===== config.mk =====
export PLATFORM = sky130hd
export DESIGN_NAME = neuron_output_packer
export DESIGN_NICKNAME = d
export VERILOG_FILES = /design/src/rtl/neuron_pkg.sv /design/src/rtl/requant_sat.sv /design/src/rtl/neuron_output_packer.sv
export SDC_FILE = /design/constraint.sdc
export NUM_CORES = 1
export LEC_CHECK = 0
export CORE_MARGIN = 4
export CORE_UTILIZATION = 52
export DETAILED_ROUTE_END_ITERATION = 10
export PLACE_DENSITY = 0.89
export SYNTH_ARGS = -nofsm -noshare
export SYNTH_HDL_FRONTEND = slang
export SYNTH_HIERARCHICAL = 1
export SYNTH_SLANG_ARGS = --single-unit

===== constraint.sdc =====
create_clock -name clk -period 3.8 [get_ports clk]
set_clock_uncertainty 0.2 [all_clocks]
set_input_delay 0.76 -clock clk [delete_from_list [all_inputs] [get_ports clk]]
set_output_delay 0.76 -clock clk [all_outputs]
set_load 0.01 [all_outputs]

===== src/rtl/neuron_pkg.sv =====
// Shared constants, activation/accumulator types and the saturating narrow
// helper used by the neuron output path.
package neuron_pkg;

    localparam int ACC_W = 18;
    localparam int ACT_W = 8;
    localparam int LANES = 4;

    typedef logic signed [ACC_W-1:0] acc_t;
    typedef logic signed [ACT_W-1:0] act_t;

    // Clamp a sign-extended value into the signed act_w-bit range; the
    // result stays 32 bits wide so callers can detect clipping by comparison.
    function automatic logic signed [31:0] sat_act(input logic signed [31:0] v,
                                                   input int                 act_w);
        logic signed [31:0] hi;
        logic signed [31:0] lo;
        hi = (32'sd1 <<< (act_w - 1)) - 32'sd1;
        lo = -(32'sd1 <<< (act_w - 1));
        if (v > hi) begin
            return hi;
        end
        if (v < lo) begin
            return lo;
        end
        return v;
    endfunction

endpackage


===== src/rtl/requant_sat.sv =====
// Combinational requantiser: arithmetic right shift (optionally rounded when
// ROUND_EN is defined) followed by saturation to a signed ACT_W activation.
module requant_sat
    import neuron_pkg::sat_act;
#(
    parameter int ACC_W = 18,
    parameter int ACT_W = 8,
    parameter int SHIFT = 0
) (
    input  logic [ACC_W-1:0] in_data,
    output logic [ACT_W-1:0] act,
    output logic             clipped
);

    // One extra bit of headroom keeps the rounding add from wrapping.
    logic signed [ACC_W:0] ext;
    logic signed [ACC_W:0] shifted;
    logic signed [31:0]    wide;
    logic signed [31:0]    sat;

    assign ext = {in_data[ACC_W-1], in_data};

`ifdef ROUND_EN
    if (SHIFT > 0) begin : g_round
        localparam logic signed [ACC_W:0] HALF = (ACC_W + 1)'(1) << (SHIFT - 1);
        assign shifted = (ext + HALF) >>> SHIFT;
    end else begin : g_trunc
        assign shifted = ext >>> SHIFT;
    end
`else
    assign shifted = ext >>> SHIFT;
`endif

    assign wide    = 32'(shifted);
    assign sat     = sat_act(wide, ACT_W);
    assign clipped = (sat != wide);
    assign act     = sat[ACT_W-1:0];

endmodule


===== src/rtl/neuron_output_packer.sv =====
// Packs requantised neuron outputs into LANES-wide activation vectors with
// valid/ready on both sides. Optional rounding: define ROUND_EN.
module neuron_output_packer #(
    parameter int ACC_W = neuron_pkg::ACC_W,
    parameter int ACT_W = neuron_pkg::ACT_W,
    parameter int LANES = neuron_pkg::LANES,
    parameter int SHIFT = 0
) (
    input  logic                   clk,
    input  logic                   rst,
    input  logic                   in_valid,
    output logic                   in_ready,
    input  logic [ACC_W-1:0]       in_data,
    input  logic                   in_last,
    output logic                   out_valid,
    input  logic                   out_ready,
    output logic [LANES*ACT_W-1:0] out_vec,
    output logic [LANES-1:0]       out_mask,
    output logic [7:0]             sat_count
);

    localparam int               CNT_W     = (LANES > 1) ? $clog2(LANES) : 1;
    localparam logic [CNT_W-1:0] LAST_LANE = CNT_W'(LANES - 1);

    logic [CNT_W-1:0]       lane_cnt;
    logic [LANES*ACT_W-1:0] pack_reg;
    logic [LANES*ACT_W-1:0] pack_next;
    logic [LANES-1:0]       mask_next;
    logic [ACT_W-1:0]       act;
    logic                   clipped;
    logic                   accept;
    logic                   complete;

    requant_sat #(
        .ACC_W (ACC_W),
        .ACT_W (ACT_W),
        .SHIFT (SHIFT)
    ) u_requant (
        .in_data (in_data),
        .act     (act),
        .clipped (clipped)
    );

    // A held output stalls every input word, not only a completing one.
    assign in_ready = !(out_valid && !out_ready);
    assign accept   = in_valid && in_ready;
    assign complete = accept && (in_last || (lane_cnt == LAST_LANE));

    always_comb begin
        // NOTE: defaults first so every path assigns both outputs; otherwise a latch is inferred.
        pack_next = pack_reg;
        mask_next = '0;
        for (int i = 0; i < LANES; i++) begin
            if (CNT_W'(i) == lane_cnt) begin
                pack_next[i*ACT_W +: ACT_W] = act;
            end
            mask_next[i] = (CNT_W'(i) <= lane_cnt);
        end
    end

    // NOTE: the pack register is reset, not left as storage, because unfilled lanes must read 0.
    always_ff @(posedge clk or posedge rst) begin
        // NOTE: non-blocking assignments so every register samples pre-edge values.
        if (rst) begin
            lane_cnt <= '0;
            pack_reg <= '0;
        end else if (complete) begin
            lane_cnt <= '0;
            pack_reg <= '0;
        end else if (accept) begin
            lane_cnt <= lane_cnt + 1'b1;
            pack_reg <= pack_next;
        end
    end

    // Completion wins over a simultaneous output handshake: reload with no bubble.
    always_ff @(posedge clk or posedge rst) begin
        if (rst) begin
            out_valid <= 1'b0;
            out_vec   <= '0;
            out_mask  <= '0;
        end else if (complete) begin
            out_valid <= 1'b1;
            out_vec   <= pack_next;
            out_mask  <= mask_next;
        end else if (out_valid && out_ready) begin
            out_valid <= 1'b0;
        end
    end

    always_ff @(posedge clk or posedge rst) begin
        if (rst) begin
            sat_count <= '0;
        end else if (accept && clipped && (sat_count != 8'hFF)) begin
            sat_count <= sat_count + 8'd1;
        end
    end

endmodule


==> flow_summary_export.csv <==
group,metric,value,unit
pwr,p_leak,2.07,nW
global_routing,grt_use_met2,33.1,%
clocking,holdBufCountCts,0,
setup_path,path_cells,"clkdlybuf4s50_1 > nand4_1 > nor3_1 > nand2_1 > ha_1 > o21ai_0 > mux2i_1 > o21ai_0",
global_routing,grtUsageMet3,3.36,%
setup_path,path_class,"in2reg",
min_path,hold_path_class,"reg2reg",
clocking,cts_resized,0,
clocking,cts_num_sinks,79,
route,ant_nets,0,
floorplanning,die_h,91.8,µm
layout,final_nets,427,
setup_path,cp_max_fo,9,
layout,final_area,0.00459,mm²
status,status,"completed",
synth,synth_top_family_by_area,"compound AO/OA/AOI/OAI gates",
clocking,cts_tree,"built",
floorplanning,core.rowCount,30,
timing,hold_violations,0,
pwr,peakVddDrop,0.265,mV
setup_path,cp-startpoint,"in_data[7]",
clocking,cts_buffers,9,
synth,syn_nets,363,
place,gp_congestion,0.782,
route,drt_first_iter_violations,158,
min_path,hold_start,"out_mask[0]",
synth,yosys_register_bits,79,
floorplanning,core-area,0.00679,mm²
synth,synthMuxAreaShare,10.6,%
place,io_buffers,68,
floorplanning,dieArea,0.00843,mm²
global_routing,grt_max_degree,46,
synth,synth-compound-area-share,16.3,%
clocking,htree_levels,3,
pwr,power-per-cell-area,573,mW/mm²
setup_path,cp-start-kind,"input pin",
timing,finalSetupViolCount,0,
synth,synthXorXnorAreaFrac,0.719,%
setup_path,max_stage_delay,0.84,ns
setup_path,reg2reg_depth,6,
global_routing,grt_pass1_vias,2774,
timing,tightest_slew,1.02,ns
setup_path,cp_common_cell,"o21ai_0",
global_routing,top_usage_layer,"met2",
setup_path,critPathRequiredTime,3.85,ns
route,routed_wl,8.30,mm
job,cap_viol_max_count,0,
synth,syn_area_per_cell,11.0,µm²
setup_path,r2r_start,"lane_cnt[1]",
place,placedCellCount,480,
timing,max_clock_freq,0.305,GHz
route,num_vias,2716,
clocking,clockRootBuffer,"clkbuf_8",
floorplanning,die_w,91.8,µm
timing,relSlewSlack,31.4,%
synth,synthFlopType,"dfrtp_1",
place,dpl.hpwl,5.82,mm
pwr,p_total,2.63,mW
timing,tns,0,ns
min_path,min_path_cells,1,
timing,hold_ws,0.276,ns
layout,seq_area,0.00198,mm²
timing,timing.final.crit_share,86.2,%
route,post_drt_wl_per_cell,16.8,µm
route,drc,0,
synth,yosys_warnings,6,
global_routing,grt_pass1_wl,13.6,mm
clocking,post-cts-setup-buffers,0,
floorplanning,start_util,53.8,%
synth,synth_async_sr_flop_share,100,%
synth,synthAdderAreaFrac,3.08,%
place,placed_cell_area,0.00443,mm²
layout,area_growth,25.7,%
global_routing,grt_usage,20.5,%
global_routing,antenna_found_initial,0,
synth,synth_edf_count,0,
layout,final_core_util,67.6,%
timing,finalWorstSetupSlack,0.525,ns
route,drt_pre_antenna_iters,4,
timing,slew_viol_final,0,
timing,rsz0062_at_grt,"false",
setup_path,slowest_stage,"o21ai_0",
global_routing,grt_util_met1,26.9,%
global_routing,grt-ovfl-total,0,
layout,fillerInstances,496,
clocking,clk_latency,0.35,ns
place,place_ws,0.198,ns
timing,min_period,3.27,ns
setup_path,end_kind,"flop",
synth,synth_area,0.00365,mm²
synth,ys_types,39,
synth,synth-simple-area-share,10.6,%
synth,ys_seq_area_share,54.1,%
floorplanning,pin_count,69,
layout,fin_cells,494,
clocking,clock_path_buffers,2,
layout,antennaDiodeCount,0,
setup_path,worstPathArrival,3.33,ns
layout,multi_input_area,0.00151,mm²
clocking,clk_pin_slew,0.07,ns
route,vias_per_cell,5.50,
layout,drive_gt1_share,9.80,%
synth,syn_inst,331,
## worst max-delay path: cells and delay by family
kind            cells  cell delay, ns
compound gates      2            1.04
mux                 1            0.16
buf+inv             1            0.54
simple gates        3            0.43
fa+ha+maj           1            0.39
## synth_stat cells (2+ instances only)
cell / n / area share, %
mux2i_1: 34 / 9.3
nor2_1: 4 / 0.41
o21ai_0: 44 / 6.0
o21ai_2: 4 / 0.96
nand4_1: 4 / 0.69
xor2_1: 2 / 0.48
ha_1: 9 / 3.1
o21a_1: 2 / 0.41
a22o_1: 30 / 7.2
nand2b_1: 2 / 0.34
nor3_1: 3 / 0.41
nand2_1: 44 / 4.5
mux2_2: 4 / 1.2
buf_4: 3 / 0.62
and3_1: 7 / 1.2
clkbuf_2: 2 / 0.27
buf_2: 11 / 1.5
inv_1: 13 / 1.3
dfrtp_1: 79 / 54
buf_1: 7 / 0.72
nand3_1: 5 / 0.69
## where the power goes
group	total, mW	internal (mW)	switching (mW)
clock network	0.547	0.266	0.281
registers	1.20	1.04	0.152
logic	0.890	0.482	0.408
total	2.63	1.79	0.842
## path summary, 6_finish.rpt
path,end,slack [ns]
max,out_vec[28],0.53
min,out_mask[0],0.28
max reg2reg,out_vec[5],1.53
min reg2reg,out_mask[0],0.28
max in group asynchronous,out_vec[3],2.04
min in group asynchronous,out_vec[5],0.71
## cell usage in the layout (no fill, tap or decap), drive strengths merged, types with 2 or more instances in the layout
| cell type | netlist | final |
|---|---|---|
| o21a | 2 | 2 |
| nand2 | 45 | 45 |
| nand4 | 4 | 4 |
| inv | 14 | 14 |
| nand3 | 6 | 6 |
| mux2 | 4 | 4 |
| a22o | 30 | 30 |
| nor2 | 4 | 4 |
| clkbuf | 3 | 13 |
| and3 | 7 | 7 |
| o21ai | 48 | 48 |
| or4 | 2 | 2 |
| mux2i | 34 | 34 |
| nor3 | 3 | 3 |
| ha | 9 | 9 |
| clkdlybuf4s50 | 0 | 68 |
| dfrtp | 79 | 79 |
| and2 | 2 | 2 |
| buf | 21 | 9 |
| xor2 | 2 | 2 |
| nand2b | 2 | 2 |
## cells by family after synthesis
| family | count (synthesis) |
|---|---|
| AO/OA/AOI/OAI | 85 |
| AND/OR/NAND/NOR | 79 |
| multiplexers | 38 |
| XOR/XNOR | 3 |
| adder cells (fa/ha/maj) | 9 |
| flip-flops | 79 |
| buffers and inverters | 38 |
## area by class of cell
type / instances / share of cell area (%)
clock buffers: 13 / 3.46
clock inverters: 1 / 0.109
inverters: 14 / 1.14
multi-input cells: 214 / 32.8
flip-flops and latches: 79 / 43.1
well taps: 96 / 2.62
repair buffers: 77 / 16.8
## routing by layer
metal / vias to the layer above / routed length [µm]
met5: - / 0
met4: 0 / 180
met3: 14 / 426
li1: 1289 / -
met2: 84 / 3890
met1: 1329 / 3800
No activity file was read; power rests on OpenSTA's default activity.
